--- src/rtl/fpnew_pkg.sv ---
// fpnew_pkg: shared helpers for FPU request scheduling.
// Index widths and credit counter update codes.
package fpnew_pkg;

  function automatic int unsigned id_width(input int unsigned n);
    return (n > 1) ? $clog2(n) : 1;
  endfunction

  function automatic int unsigned cnt_width(input int unsigned max_out);
    return $clog2(max_out + 1);
  endfunction

  typedef enum logic [1:0] {
    CNT_HOLD,
    CNT_INC,
    CNT_DEC,
    CNT_CLR
  } cnt_op_e;

endpackage

--- src/rtl/fpnew_sched_rr_arb.sv ---
// fpnew_sched_rr_arb: lockable round-robin priority picker.
// Lock holds the grant while the FPU stalls a presented request.
module fpnew_sched_rr_arb
  import fpnew_pkg::*;
#(
  parameter int unsigned NumReq = 4,
  localparam int unsigned IdWidth = id_width(NumReq)
) (
  input  logic               clk_i,
  input  logic               rst_ni,
  input  logic               flush_i,
  input  logic [NumReq-1:0]  req_i,
  input  logic               ready_i,
  output logic               valid_o,
  output logic [NumReq-1:0]  gnt_o,
  output logic [IdWidth-1:0] id_o
);

  logic [IdWidth-1:0] rr_ptr_q;
  logic [IdWidth-1:0] lock_id_q;
  logic               lock_q;
  logic [IdWidth-1:0] scan_id;
  logic               scan_valid;
  logic [IdWidth-1:0] nxt_ptr;
  logic [IdWidth-1:0] cand [NumReq];

  // Candidate order: rr_ptr, rr_ptr+1, ... wrapping at NumReq
  always_comb begin
    for (int unsigned off = 0; off < NumReq; off++) begin
      cand[off] = IdWidth'((32'(rr_ptr_q) + off) % NumReq);
    end
  end

  // First requesting candidate in rotation order wins
  always_comb begin
    scan_valid = 1'b0;
    scan_id    = rr_ptr_q;
    for (int unsigned off = 0; off < NumReq; off++) begin
      if (!scan_valid && req_i[cand[off]]) begin
        scan_valid = 1'b1;
        scan_id    = cand[off];
      end
    end
  end

  // A held grant overrides the rotation scan
  always_comb begin
    valid_o = scan_valid;
    id_o    = scan_id;
    if (lock_q) begin
      valid_o = req_i[lock_id_q];
      id_o    = lock_id_q;
    end
  end

  // One-hot view of the grant
  always_comb begin
    gnt_o = '0;
    for (int i = 0; i < NumReq; i++) begin
      gnt_o[i] = valid_o & (id_o == IdWidth'(i));
    end
  end

  assign nxt_ptr = IdWidth'((32'(id_o) + 32'd1) % NumReq);

  // Pointer advances past the winner on issue; lock tracks stalls
  always_ff @(posedge clk_i or negedge rst_ni) begin
    if (!rst_ni) begin
      rr_ptr_q  <= '0;
      lock_q    <= 1'b0;
      lock_id_q <= '0;
    end else if (flush_i) begin
      lock_q    <= 1'b0;
    end else if (valid_o && ready_i) begin
      lock_q    <= 1'b0;
      rr_ptr_q  <= nxt_ptr;
    end else if (valid_o) begin
      lock_q    <= 1'b1;
      lock_id_q <= id_o;
    end
  end

  // A locked requester must keep its request up
  a_lock_hold: assert property (
    @(posedge clk_i) disable iff (!rst_ni)
    (lock_q && !flush_i) |-> req_i[lock_id_q]
  );

endmodule

--- src/rtl/fpnew_req_scheduler.sv ---
// fpnew_req_scheduler: shares one FPU among NumReq requesters.
// Round-robin issue, id-routed responses, per-requester credits.
module fpnew_req_scheduler
  import fpnew_pkg::*;
#(
  parameter int unsigned NumReq         = 4,
  parameter int unsigned MaxOutstanding = 4,
  parameter type         ReqType        = logic,
  parameter type         RspType        = logic,
  localparam int unsigned IdWidth  = id_width(NumReq),
  localparam int unsigned CntWidth = cnt_width(MaxOutstanding)
) (
  input  logic               clk_i,
  input  logic               rst_ni,
  input  logic               flush_i,
  input  ReqType             req_i [NumReq],
  input  logic [NumReq-1:0]  req_valid_i,
  output logic [NumReq-1:0]  req_ready_o,
  output ReqType             fpu_req_o,
  output logic [IdWidth-1:0] fpu_id_o,
  output logic               fpu_valid_o,
  input  logic               fpu_ready_i,
  input  RspType             fpu_rsp_i,
  input  logic [IdWidth-1:0] fpu_rsp_id_i,
  input  logic               fpu_rsp_valid_i,
  output logic               fpu_rsp_ready_o,
  output RspType             rsp_o,
  output logic [NumReq-1:0]  rsp_valid_o,
  input  logic [NumReq-1:0]  rsp_ready_i,
  output logic               busy_o
);

  typedef logic [CntWidth-1:0] cnt_t;
  localparam cnt_t CntMax = cnt_t'(MaxOutstanding);

  cnt_t               cnt_q  [NumReq];
  cnt_op_e            cnt_op [NumReq];
  logic [NumReq-1:0]  elig;
  logic [NumReq-1:0]  gnt_oh;
  logic [NumReq-1:0]  issue_oh;
  logic [NumReq-1:0]  rsp_sel;
  logic [NumReq-1:0]  rsp_hs;
  logic [IdWidth-1:0] gnt_id;
  logic               arb_valid;
  logic               live;
  logic               issue_hs;
  logic               cnt_any;

  assign live = rst_ni & ~flush_i;

  // Requesters out of credit drop out of arbitration
  always_comb begin
    elig = '0;
    for (int i = 0; i < NumReq; i++) begin
      elig[i] = req_valid_i[i] & (cnt_q[i] != CntMax);
    end
  end

  fpnew_sched_rr_arb #(
    .NumReq (NumReq)
  ) u_arb (
    .clk_i   (clk_i),
    .rst_ni  (rst_ni),
    .flush_i (flush_i),
    .req_i   (elig),
    .ready_i (fpu_ready_i),
    .valid_o (arb_valid),
    .gnt_o   (gnt_oh),
    .id_o    (gnt_id)
  );

  assign fpu_valid_o = arb_valid & live;
  assign fpu_req_o   = req_i[gnt_id];
  assign fpu_id_o    = gnt_id;
  assign req_ready_o = gnt_oh & {NumReq{fpu_ready_i & live}};
  assign issue_hs    = fpu_valid_o & fpu_ready_i;
  assign issue_oh    = gnt_oh & {NumReq{issue_hs}};

  // Decode the returned index into a one-hot select
  always_comb begin
    rsp_sel = '0;
    for (int k = 0; k < NumReq; k++) begin
      rsp_sel[k] = (fpu_rsp_id_i == IdWidth'(k));
    end
  end

  assign rsp_o           = fpu_rsp_i;
  assign rsp_valid_o     = rsp_sel & {NumReq{fpu_rsp_valid_i & live}};
  assign fpu_rsp_ready_o = |(rsp_sel & rsp_ready_i);
  assign rsp_hs          = rsp_valid_o & rsp_ready_i;

  // Pick each credit counter's update; flush wins
  always_comb begin
    for (int i = 0; i < NumReq; i++) begin
      cnt_op[i] = CNT_HOLD;
      unique case (1'b1)
        flush_i:                  cnt_op[i] = CNT_CLR;
        issue_oh[i] & ~rsp_hs[i]: cnt_op[i] = CNT_INC;
        rsp_hs[i] & ~issue_oh[i]: cnt_op[i] = CNT_DEC;
        default:                  cnt_op[i] = CNT_HOLD;
      endcase
    end
  end

  // Saturating credit counters
  always_ff @(posedge clk_i or negedge rst_ni) begin
    if (!rst_ni) begin
      for (int i = 0; i < NumReq; i++) begin
        cnt_q[i] <= '0;
      end
    end else begin
      for (int i = 0; i < NumReq; i++) begin
        unique case (cnt_op[i])
          CNT_CLR: cnt_q[i] <= '0;
          CNT_INC: if (cnt_q[i] != CntMax) cnt_q[i] <= cnt_q[i] + 1'b1;
          CNT_DEC: if (cnt_q[i] != '0) cnt_q[i] <= cnt_q[i] - 1'b1;
          default: cnt_q[i] <= cnt_q[i];
        endcase
      end
    end
  end

  // Any credit outstanding keeps the scheduler busy
  always_comb begin
    cnt_any = 1'b0;
    for (int i = 0; i < NumReq; i++) begin
      cnt_any = cnt_any | (cnt_q[i] != '0);
    end
  end

  assign busy_o = fpu_valid_o | cnt_any;

  // Responses must name a real requester
  a_rsp_id_range: assert property (
    @(posedge clk_i) disable iff (!rst_ni)
    fpu_rsp_valid_i |-> (32'(fpu_rsp_id_i) < NumReq)
  );

  // Responses must match an outstanding credit
  a_rsp_credit: assert property (
    @(posedge clk_i) disable iff (!rst_ni)
    (fpu_rsp_valid_i && fpu_rsp_ready_o && !flush_i)
      |-> (cnt_q[fpu_rsp_id_i] != '0)
  );

endmodule

--- config.mk ---
export PLATFORM = sky130hd
export DESIGN_NAME = fpnew_req_scheduler
export DESIGN_NICKNAME = d
export VERILOG_FILES = /design/src/rtl/fpnew_pkg.sv /design/src/rtl/fpnew_sched_rr_arb.sv /design/src/rtl/fpnew_req_scheduler.sv
export SDC_FILE = /design/constraint.sdc
export NUM_CORES = 1
export LEC_CHECK = 0
export BUFFER_PORTS_ARGS = -buffer_cell sky130_fd_sc_hd__buf_2
export CAP_MARGIN = 20
export CORE_MARGIN = 10
export CORE_UTILIZATION = 45
export DETAILED_ROUTE_END_ITERATION = 6
export GPL_TIMING_DRIVEN = 0
export PLACE_DENSITY = 0.67
export SYNTH_ARGS = -nofsm -noshare
export SYNTH_HDL_FRONTEND = slang
export SYNTH_SLANG_ARGS = --single-unit
--- constraint.sdc ---
create_clock -name clk_i -period 12.5 [get_ports clk_i]
set_input_delay 0.625 -clock clk_i [delete_from_list [all_inputs] [get_ports clk_i]]
set_output_delay 0.625 -clock clk_i [all_outputs]
set_load 0.02 [all_outputs]
* Word-level counts from Yosys, hierarchy flattened
Index checks and enable logic that the tools add are counted.
** Storage, ports and cells
- Flip-flop bits (word level) :: 17
- Output and inout port bits :: 15
** Cells by class
- Mux-type cells :: 41
- Order comparisons :: 6
- Reduce and logical (&&, ||, !) cells :: 25
- Equality and inequality tests :: 30
- Add/subtract/negate cells :: 12
- Bitwise logic cells :: 41
** Operator list (number)
- $pmux W3 S3 :: 4
- $reduce_bool A3 Y1 :: 9
- $eq A2 B2 Y1 const B :: 12
- $mux W3 :: 8
- $pmux W2 S3 :: 4
- $and A1 B1 Y1 :: 21
- $and A4 B4 Y4 :: 5
- $ne A2 B2 Y1 const B :: 8
- $lt A2 B3 Y1 const B :: 5
- $mux W1 :: 15
- $reduce_and A3 Y1 :: 5
- $add A3 B1 Y3 const B :: 4
- $bmux W1 S2 :: 6
- $eq A2 B1 Y1 const B :: 6
- $ne A3 B3 Y1 const B :: 4
- $sub A3 B1 Y3 const B :: 4
- $not A1 Y1 :: 10
- $mux W2 :: 4
- $add A2 B1 Y2 const B :: 2
- $add A2 B2 Y2 const B :: 2
- $logic_and A1 B1 Y1 :: 4
- $logic_not A2 Y1 :: 2
- $or A1 B1 Y1 :: 4
- $reduce_or A4 Y1 :: 1
- 4 further kinds :: 6

* Depth between registers and ports, before layout
Gate-level depths: netlist (run 1).
- Depth after elaboration :: 24
- Mapped depth :: 19
- Mapped depth without buffers :: 18

* Hierarchy
A second synthesis (run 1) with hierarchy kept.
** Second synthesis, totals
- Cell total of the unflattened synthesis :: 218
- Area total of the unflattened synthesis :: 1905.6 µm²
** Modules (own cells, without submodules)
- fpnew_req_scheduler :: cells each 167, area an instance 1382.6 µm², instances 1, seq. area each 300.3 µm²
- fpnew_sched_rr_arb :: cells each 51, area an instance 523.0 µm², instances 1, seq. area each 125.1 µm²

* Least setup slack after synthesis (run 1)
OpenSTA, ideal clock, no wires.
- Path kind :: input port to flip-flop
- From :: input port req_valid_i[1]
- To :: register cnt_q[8] (netlist bit)
- Slack :: 8.370 ns
- Stages on the path :: 17
- Library setup time :: 0.126 ns
- Arrival :: 4.004 ns
- Data required time :: 12.374 ns
- Cells stage by stage :: a21bo_1 > mux4_2 > a2111oi_4 > or3b_4 > or2_1 > ha_1 > inv_1 > a21oi_1 > inv_1 > ha_1 > xor2_1 > ha_1 > a21oi_1 > xnor2_1 > o21ai_0 > nand2_1 > o21ai_0
** Between the ends
- Cells in the longest elaborated chain, start to end :: 23
- Elaborated cells between the ends (all ways) :: 43
** RTL lines
- start: declaration :: line fpnew_req_scheduler.sv:17 : input logic [NumReq-1:0] req_valid_i,
- $and A1 B1 Y1 (*) :: line fpnew_req_scheduler.sv:55 : elig[i] = req_valid_i[i] & (cnt_q[i] != CntMax);
- $bmux W1 S2 :: line fpnew_sched_rr_arb.sv:39 : if (!scan_valid && req_i[cand[off]]) begin
- $mux W1 (not written as such) :: line fpnew_sched_rr_arb.sv:39
- $mux W1 :: line fpnew_sched_rr_arb.sv:39
- $logic_not A1 Y1 :: line fpnew_sched_rr_arb.sv:39
- $logic_and A1 B1 Y1 :: line fpnew_sched_rr_arb.sv:39
- $mux W1 :: line fpnew_sched_rr_arb.sv:39
- $logic_not A1 Y1 :: line fpnew_sched_rr_arb.sv:39
- [... 7 more ...]
- $and A1 B1 Y1 (on tied branches) :: line fpnew_sched_rr_arb.sv:60, fpnew_req_scheduler.sv:76
- $and A4 B4 Y4 (*) :: line fpnew_req_scheduler.sv:77 : assign issue_oh = gnt_oh & {NumReq{issue_hs}};
- $not A1 Y1 :: line fpnew_req_scheduler.sv:99 : rsp_hs[i] & ~issue_oh[i]: cnt_op[i] = CNT_DEC;
- $and A1 B1 Y1 :: line fpnew_req_scheduler.sv:99
- $pmux W2 S3 (*) :: line fpnew_req_scheduler.sv:96 : unique case (1'b1)
- $eq A2 B2 Y1 / $eq A2 B1 Y1 (equally long branches) :: line fpnew_req_scheduler.sv:113 : unique case (cnt_op[i])
- $ne A2 B2 Y1 (no line) / $reduce_bool A3 Y1 (equally long branches)
- $reduce_and A3 Y1 (no line)
- end signal: indexed assignment :: line fpnew_req_scheduler.sv:117 : default: cnt_q[i] <= cnt_q[i];
- end: declaration :: line fpnew_req_scheduler.sv:36 : cnt_t cnt_q [NumReq];
Every way passes the cells marked *; elsewhere a longest branch is shown, timed or not. The select of a mux whose other input is x is not followed.
A chain may end at the register's enable or synchronous reset.

* Worst setup path after layout (run 1)
- From :: register cnt_q[5] (netlist bit)
- To :: register cnt_q[8] (netlist bit)
** Between the ends
- Cells in the longest elaborated chain, start to end :: 24
- Elaborated cells between the ends (all ways) :: 44
** RTL lines (line)
- $ne A3 B3 Y1 (*) :: fpnew_req_scheduler.sv:55
- $and A1 B1 Y1 (*) :: fpnew_req_scheduler.sv:55
- $bmux W1 S2 :: fpnew_sched_rr_arb.sv:39
- $mux W1 (not written as such) :: fpnew_sched_rr_arb.sv:39
- $mux W1 :: fpnew_sched_rr_arb.sv:39
- $logic_not A1 Y1 :: fpnew_sched_rr_arb.sv:39
- $logic_and A1 B1 Y1 :: fpnew_sched_rr_arb.sv:39
- $mux W1 :: fpnew_sched_rr_arb.sv:39
- [... 8 more ...]
- $and A1 B1 Y1 (on tied branches) :: fpnew_sched_rr_arb.sv:60, fpnew_req_scheduler.sv:76
- $and A4 B4 Y4 (*) :: fpnew_req_scheduler.sv:77
- $not A1 Y1 :: fpnew_req_scheduler.sv:99
- $and A1 B1 Y1 :: fpnew_req_scheduler.sv:99
- $pmux W2 S3 (*) :: fpnew_req_scheduler.sv:96
- $eq A2 B2 Y1 / $eq A2 B1 Y1 (equally long branches) :: fpnew_req_scheduler.sv:113
- $ne A2 B2 Y1 (no line) / $reduce_bool A3 Y1 (equally long branches)
- $reduce_and A3 Y1 (no line)
Marks and branches as above.

==> metrics.yaml, run 1 <==
grt_overflow: 0
worstSkewPairLatency_ns: 0.25
worstSetupStartpointType: "flop"
num_rows: 23
post_cts_buffers: 0
clk_root_buffer_cell: "clkbuf_8"
synthArstFlopShare: 1.00
p_total_uw: 349
worstReg2RegStart: "cnt_q[5]"
rsz0062_at_grt: "false"
yosys-top-cells-area: "dfrtp_1 (23%), ha_1 (16%), inv_1 (6.4%), a21oi_1 (5.2%), nand2_1 (4.9%)"
synth_cell_type_count: 46
synth_top_area_cell: "dfrtp_1"
r2r_slack_ns: 8.04
synthToLayoutAreaGrowth_pct: 15.0
antenna_left: 0
ir_worst_vdd_mv: 0.0956
vias_per_cell: 5.28
clockBufferDepth: 2
fmax_mhz: 224
grt_pass1_vias: 1580
period_needed_ns: 4.46
hold_path_class: "in -> async"
tightestPinTransition_ns: 0.848
mostFrequentLayoutCells: "buf_2 (34), inv_1 (31), nand2_1 (24)"
port_buffers: 33
grt_pass1_wl_um: 6940
fin_util: 0.528
fin_skew_ns: 0.00457
ctsHoldBuffers: 0
syn_inst: 225
drive_gt1_frac: 0.202
design.core.area_sq_um: 3970
syn_area_sq_um: 1820
setup-violations-final: 0
setup_tns_ns: 0
cts.clk_slew.worst_paths_ns: 0.07
maxSlewHeadroom: 0.429
drc: 0
fin_crit_sh: 0.357
start_util: 0.459
synth_seq_area_share: 0.233
detail_route.wl_per_cell_um: 12.9
reg2regPathDepth: 18
ys_ff_latch: 17
grt_max_degree: 21
p_leak_nw: 1.09
yosys_warnings: 0
h-tree-depth: 1
critPathKind: "reg -> reg"
gp_congestion: 0.826
slew_viol_final: 0
cp.required_ns: 12.63
ioPinCount: 35
crit_arrival_ns: 4.59
dp.cells: 308
nNetsFinal: 308
finalWirelength_um: 4040
syn_nets: 270
layout_commonest_cell: "buf_2"
grt_antenna_before_repair: 0
die_width_um: 83.7
maxCapViolCount: 0
power.density_nw_per_um2: 167
cp_max_fo: 6
cts.sink_count: 17
synth_top_area_share: 0.233
status: "finished, final reports clean"
cts_tree: "built"
end_kind: "flop"
ys.flop_type: "dfrtp_1"
grtUsageTotal: 0.115
cts_made_buffers: 3
dr_total_vias: 1648
drt_iter0_markers: 123
diodes: 0
worst_r2r_endpoint: "cnt_q[8]"
postCtsResizedCells: 0
synth-edff-count: 0
finalHoldViolCount: 0
dp_hpwl_um: 3400
drt_pre_antenna_iters: 4
fp.dieH_um: 83.7
die_area_sq_um: 7000
stdcell_count: 312
syn_area_per_cell_sq_um: 8.10
## kinds of logic (layout without fill, tap and decap cells)
kind of cell,after synthesis,in the layout,share of synthesized area
compound gates,52,52,0.184
xor+xnor,6,6,0.0288
fa+ha+maj,25,25,0.180
buf+inv,35,72,0.0748
flops,17,17,0.233
mux,10,10,0.0721
simple gates,80,80,0.227
## state kept, by name (all words and copies together) (netlist names)
register / cells
u_arb.lock_q: 1
u_arb.lock_id_q: 2
u_arb.rr_ptr_q: 2
cnt_q: 12
## area by class of cell
class	count	area [sq um]
Clock buffer	4	45.0
Timing Repair Buffer	33	165
Multi-Input combinational cell	173	1260
Inverter	31	116
Fill cell	378	1880
Sequential cell	17	425
Buffer	4	20.0
Tap cell	50	62.6
## Yosys cell counts (all sizes together) (2+ instances only)
| cell type | instances |
|---|---|
| mux4 | 2 |
| nand3b | 3 |
| mux2 | 5 |
| nor3 | 3 |
| o22ai | 2 |
| o21ai | 16 |
| ha | 23 |
| nand2 | 24 |
| clkbuf | 2 |
| nand3 | 4 |
| buf | 2 |
| xor2 | 3 |
| nor3b | 3 |
| a21oi | 19 |
| or3b | 4 |
| nand2b | 9 |
| dfrtp | 17 |
| mux2i | 3 |
| fa | 2 |
| xnor2 | 3 |
| inv | 31 |
| nand4 | 2 |
| o211ai | 2 |
| nor2 | 20 |
| or2 | 4 |
## how the worst max path moves through the flow
stage                        start        to  slack, ns  depth (start not counted)
finish                    cnt_q[5]  cnt_q[8]       8.04                         18
global route              cnt_q[5]  cnt_q[8]       7.66                         18
CTS                       cnt_q[5]  cnt_q[8]       8.01                         18
detailed placement  req_valid_i[1]  cnt_q[8]       7.93                         18
global placement    req_valid_i[1]  cnt_q[8]       7.96                         18
floorplan           req_valid_i[1]  cnt_q[8]       8.37                         17
## worst max-delay path: stages, from the launching register on
cell and delay (ns):
dfrtp_1 0.43, or3b_1 0.31, nand2_1 0.09, mux4_2 0.52, a2111oi_4 0.54, or3b_4 0.47
or2_1 0.22, ha_1 0.27, inv_1 0.04, a21oi_1 0.25, inv_1 0.11, ha_1 0.23
xor2_1 0.15, ha_1 0.18, a21oi_1 0.14, xnor2_1 0.15, o21ai_0 0.09, nand2_1 0.07
o21ai_0 0.07
## through the flow
stage | area, sq um | setup WS [ns] | hold slack [ns]
after floorplan | 1820 | 8.37 | 0.329
final | 2100 | 8.04 | 0.309
after detailed placement | 2050 | 7.93 | 0.533
after global placement | 2050 | 7.96 | 0.533
after global routing | 2100 | 7.66 | 0.338
after CTS | 2100 | 8.01 | 0.322
## routing by layer
layer / global-route usage / up-vias / part of all wire
li1: - / 849 / -
met1: 0.147 / 751 / 0.49
met2: 0.174 / 44 / 0.43
met3: 0.0313 / 4 / 0.066
met4: 0.0518 / 0 / 0.017
met5: 0 / - / 0
## power by group
| group | total, mW | switching, mW | internal (mW) |
|---|---|---|---|
| logic | 0.195 | 0.111 | 0.0844 |
| clock network | 0.0407 | 0.0181 | 0.0226 |
| registers | 0.113 | 0.0342 | 0.0788 |
| total | 0.349 | 0.163 | 0.186 |
No activity file was read; power rests on OpenSTA's default activity.
==> run 2, diff against run 1 <==
--- a/config.mk
+++ b/config.mk
@@ -5,13 +5,14 @@
 export SDC_FILE = /design/constraint.sdc
 export NUM_CORES = 1
 export LEC_CHECK = 0
+export ABC_AREA = 1
 export BUFFER_PORTS_ARGS = -buffer_cell sky130_fd_sc_hd__buf_2
 export CAP_MARGIN = 20
 export CORE_MARGIN = 10
 export CORE_UTILIZATION = 45
 export DETAILED_ROUTE_END_ITERATION = 6
 export GPL_TIMING_DRIVEN = 0
-export PLACE_DENSITY = 0.67
+export PLACE_DENSITY = 0.66
 export SYNTH_ARGS = -nofsm -noshare
 export SYNTH_HDL_FRONTEND = slang
 export SYNTH_SLANG_ARGS = --single-unit
==> constraint.sdc (replaced) <==
create_clock -name clk_i -period 4.6 [get_ports clk_i]
set_input_delay 0.23 -clock clk_i [delete_from_list [all_inputs] [get_ports clk_i]]
set_output_delay 0.23 -clock clk_i [all_outputs]
set_load 0.02 [all_outputs]
==> metrics.yaml, run 2 <==
tightestPinTransition_ns: 0.506  # was 0.848 ns
synthToLayoutAreaGrowth_pct: 13.3  # was 15.0%
antenna_left: 0  # unchanged
drive_gt1_frac: 0.276  # was 0.202
cts.clk_slew.worst_paths_ns: 0.07  # about the same
worstSkewPairLatency_ns: 0.26  # was 0.25 ns
grt_pass1_vias: 1856  # was 1580
diodes: 0  # unchanged
synth-simple-area-share: 0.417  # was 0.227
fin_skew_ns: 0.00292  # was 0.00457 ns
slew_viol_final: 0  # unchanged
maxCapViolCount: 0  # unchanged
ir_worst_vdd_mv: 0.275  # was 0.0956 mV
grt_max_degree: 21  # unchanged
grt_pass1_wl_um: 8110  # was 6940 um
top_register: "cnt_q"  # unchanged
setup_ws_ns: 0.995  # was 8.04 ns
fp.dieH_um: 88.9  # was 83.7 um
largest_reg_flops: 12  # unchanged
fillCellCount: 464  # was 378
synth_fa_ha_area_frac: 0.153  # was 0.180
yosysMostFrequentCell: "nand2_1"  # was inv_1
hold_path_class: "in -> reg"  # was in -> async
syn_area_sq_um: 2140  # was 1820 sq um
critPathKind: "reg -> reg"  # unchanged
grt_overflow: 0  # unchanged
ys.flop_type: "dfrtp_1"  # unchanged
fin_util: 0.519  # was 0.528
top_regs: "cnt_q (12), u_arb.lock_id_q (2), u_arb.rr_ptr_q (2)"  # unchanged
drt_iter0_markers: 55  # was 123
cts.sink_count: 17  # unchanged
setup-violations-final: 0  # unchanged
dr_total_vias: 1909  # was 1648
die_area_sq_um: 7900  # was 7000 sq um
yosys_warnings: 0  # unchanged
synth_top_area_cell: "dfrtp_1"  # unchanged
synth_commonest_cells: "nand2_1 (52), inv_1 (45), nand3_1 (34)"  # was inv_1 (31), nand2_1 (24), ha_1 (23)
end_kind: "flop"  # unchanged
worstSetupStartpointType: "flop"  # unchanged
cts_made_buffers: 3  # unchanged
ys_ff_latch: 17  # unchanged
clk_root_buffer_cell: "clkbuf_8"  # unchanged
detail_route.wl_per_cell_um: 12.3  # was 12.9 um
grtUsageTotal: 0.127  # was 0.115
syn_nets: 334  # was 270
synthArstFlopShare: 1.00  # unchanged
setup_tns_ns: 0  # unchanged
fmax_mhz: 277  # was 224 MHz
rsz0062_at_grt: "false"  # unchanged
synth_cell_type_count: 34  # was 46
layout_commonest_cell: "nand2_1"  # was buf_2
synth_top_family_by_area: "simple AND/OR/NAND/NOR gates"  # unchanged
design.core.area_sq_um: 4660  # was 3970 sq um
crit_arrival_ns: 3.79  # was 4.59 ns
status: "finished, final reports clean"  # unchanged
finalWirelength_um: 4680  # was 4040 um
num_rows: 25  # was 23
start_util: 0.458  # was 0.459
mostFrequentLayoutCells: "nand2_1 (52), inv_1 (45), nand3_1 (34)"  # was buf_2 (34), inv_1 (31), nand2_1 (24)
synth_seq_area_share: 0.199  # was 0.233
port_buffers: 32  # was 33
clockBufferDepth: 2  # unchanged
grt_antenna_before_repair: 0  # unchanged
post_cts_buffers: 0  # unchanged
die_width_um: 88.9  # was 83.7 um
cp.required_ns: 4.78  # was 12.63 ns
synth-xor-area-share: 0.0539  # was 0.0288
drt_pre_antenna_iters: 4  # unchanged
vias_per_cell: 5.02  # was 5.28
p_leak_nw: 1.30  # was 1.09 nW
muxShareOfSynthArea: 0  # was 0.0721
fin_crit_sh: 0.784  # was 0.357
postCtsResizedCells: 0  # unchanged
syn_inst: 289  # was 225
drc: 0  # unchanged
h-tree-depth: 1  # unchanged
syn_area_per_cell_sq_um: 7.39  # was 8.10 sq um
place_ws_ns: 0.978  # was 7.93 ns
synth_top_area_share: 0.199  # was 0.233
nNetsFinal: 372  # was 308
cp_max_fo: 9  # was 6
finalHoldViolCount: 0  # unchanged
synth-edff-count: 0  # unchanged
dp_hpwl_um: 3890  # was 3400 um
synth_compound_area_frac: 0.0685  # was 0.184
gp_congestion: 0.861  # was 0.826
yosys-top-cells-area: "dfrtp_1 (20%), ha_1 (13%), nand2_1 (9.1%), nand3_1 (8.0%), inv_1 (7.9%)"  # was dfrtp_1 (23%), ha_1 (16%), inv_1 (6.4%), a21oi_1 (5.2%), nand2_1 (4.9%)
cts_tree: "built"  # unchanged
period_needed_ns: 3.61  # was 4.46 ns
ioPinCount: 35  # unchanged
power.density_nw_per_um2: 652  # was 167 nW/um^2
maxSlewHeadroom: 0.663  # was 0.429
-- run 2: cell type report --
cell class	count	area, sq um	area share
multi-input cells	216	1480	0.611
flip-flops and latches	17	425	0.176
inverters	52	198	0.0817
repair buffers	33	170	0.0703
well taps	54	67.6	0.0279
clock buffers	3	41.3	0.0171
plain buffers	4	33.8	0.0140
clock inverters	1	5.00	0.00207
-- run 2: through the flow --
step / power (mW) / instance area (sq um) / hold slack (ns) / cells
CTS: 1.60 / 2420 / 0.434 / 380
global route: 1.74 / 2420 / 0.469 / 380
floorplan: 1.23 / 2140 / -0.0656 / 289
finish: 1.58 / 2420 / 0.438 / 380
global placement: 1.45 / 2360 / 0.231 / 375
detailed placement: 1.48 / 2360 / 0.234 / 375
-- run 2: report_power, final --
group | leakage (nW) | internal, mW | switching, mW | total [mW]
Clock | 0.0255 | 0.0604 | 0.0572 | 0.118
Combinational | 1.06 | 0.411 | 0.770 | 1.18
Sequential | 0.218 | 0.210 | 0.0685 | 0.279
Total | 1.30 | 0.682 | 0.896 | 1.58
-- run 2: worst paths after layout --
path | slack, ns | start | cells after the start | to
setup / recovery | 0.99 | cnt_q[7] | 23 | cnt_q[1]
hold / removal | 0.44 | flush_i | 2 | u_arb.lock_q
setup reg to reg | 0.99 | cnt_q[7] | 23 | cnt_q[1]
hold reg to reg | 0.54 | cnt_q[9] | 1 | cnt_q[9]
max in group asynchronous | 3.79 | rst_ni | 2 | cnt_q[8]
min in group asynchronous | 0.46 | rst_ni | 2 | cnt_q[0]
-- run 2: cells by family (layout without fill, tap and decap cells) --
family	count (synthesis)	in the layout
buffers and inverters	56	93
AND/OR/NAND/NOR	154	154
adder cells (fa/ha/maj)	25	25
XOR/XNOR	11	11
AO/OA/AOI/OAI	26	26
flip-flops	17	17
-- run 2: worst max-delay path, stage by stage, from the launching register on --
cell     delay, ns
dfrtp_1       0.42
nor2_2        0.21
nand2_2       0.13
nand3_2       0.12
nand3_4       0.08
nand2_4       0.13
nand4_2       0.16
nand2_2       0.11
nand3_1       0.08
nand2_2       0.13
nand3_2       0.13
nor2_2        0.14
inv_2         0.04
ha_1          0.26
inv_1         0.03
a21oi_1       0.23
inv_1         0.10
ha_1          0.21
nand3_1       0.08
nand2_1       0.05
nor2_1        0.13
inv_1         0.08
or2_2         0.30
o21ai_0       0.16
-- run 2: layer usage --
metal | vias to the layer above | GRT usage | share of wire
met5 | - | 0 | 0
met4 | 0 | 0.0441 | 0.014
met3 | 5 | 0.0237 | 0.035
met2 | 36 | 0.217 | 0.47
met1 | 859 | 0.156 | 0.49
li1 | 1009 | - | -
-- run 2: what timing repair did --
| action | 4_1_cts | 5_1_grt |
|---|---|---|
| hold endpoints to repair | 17 | 0 |
| endpoints found under the setup margin | 0 | 0 |
| hold buffers | 1 | 0 |
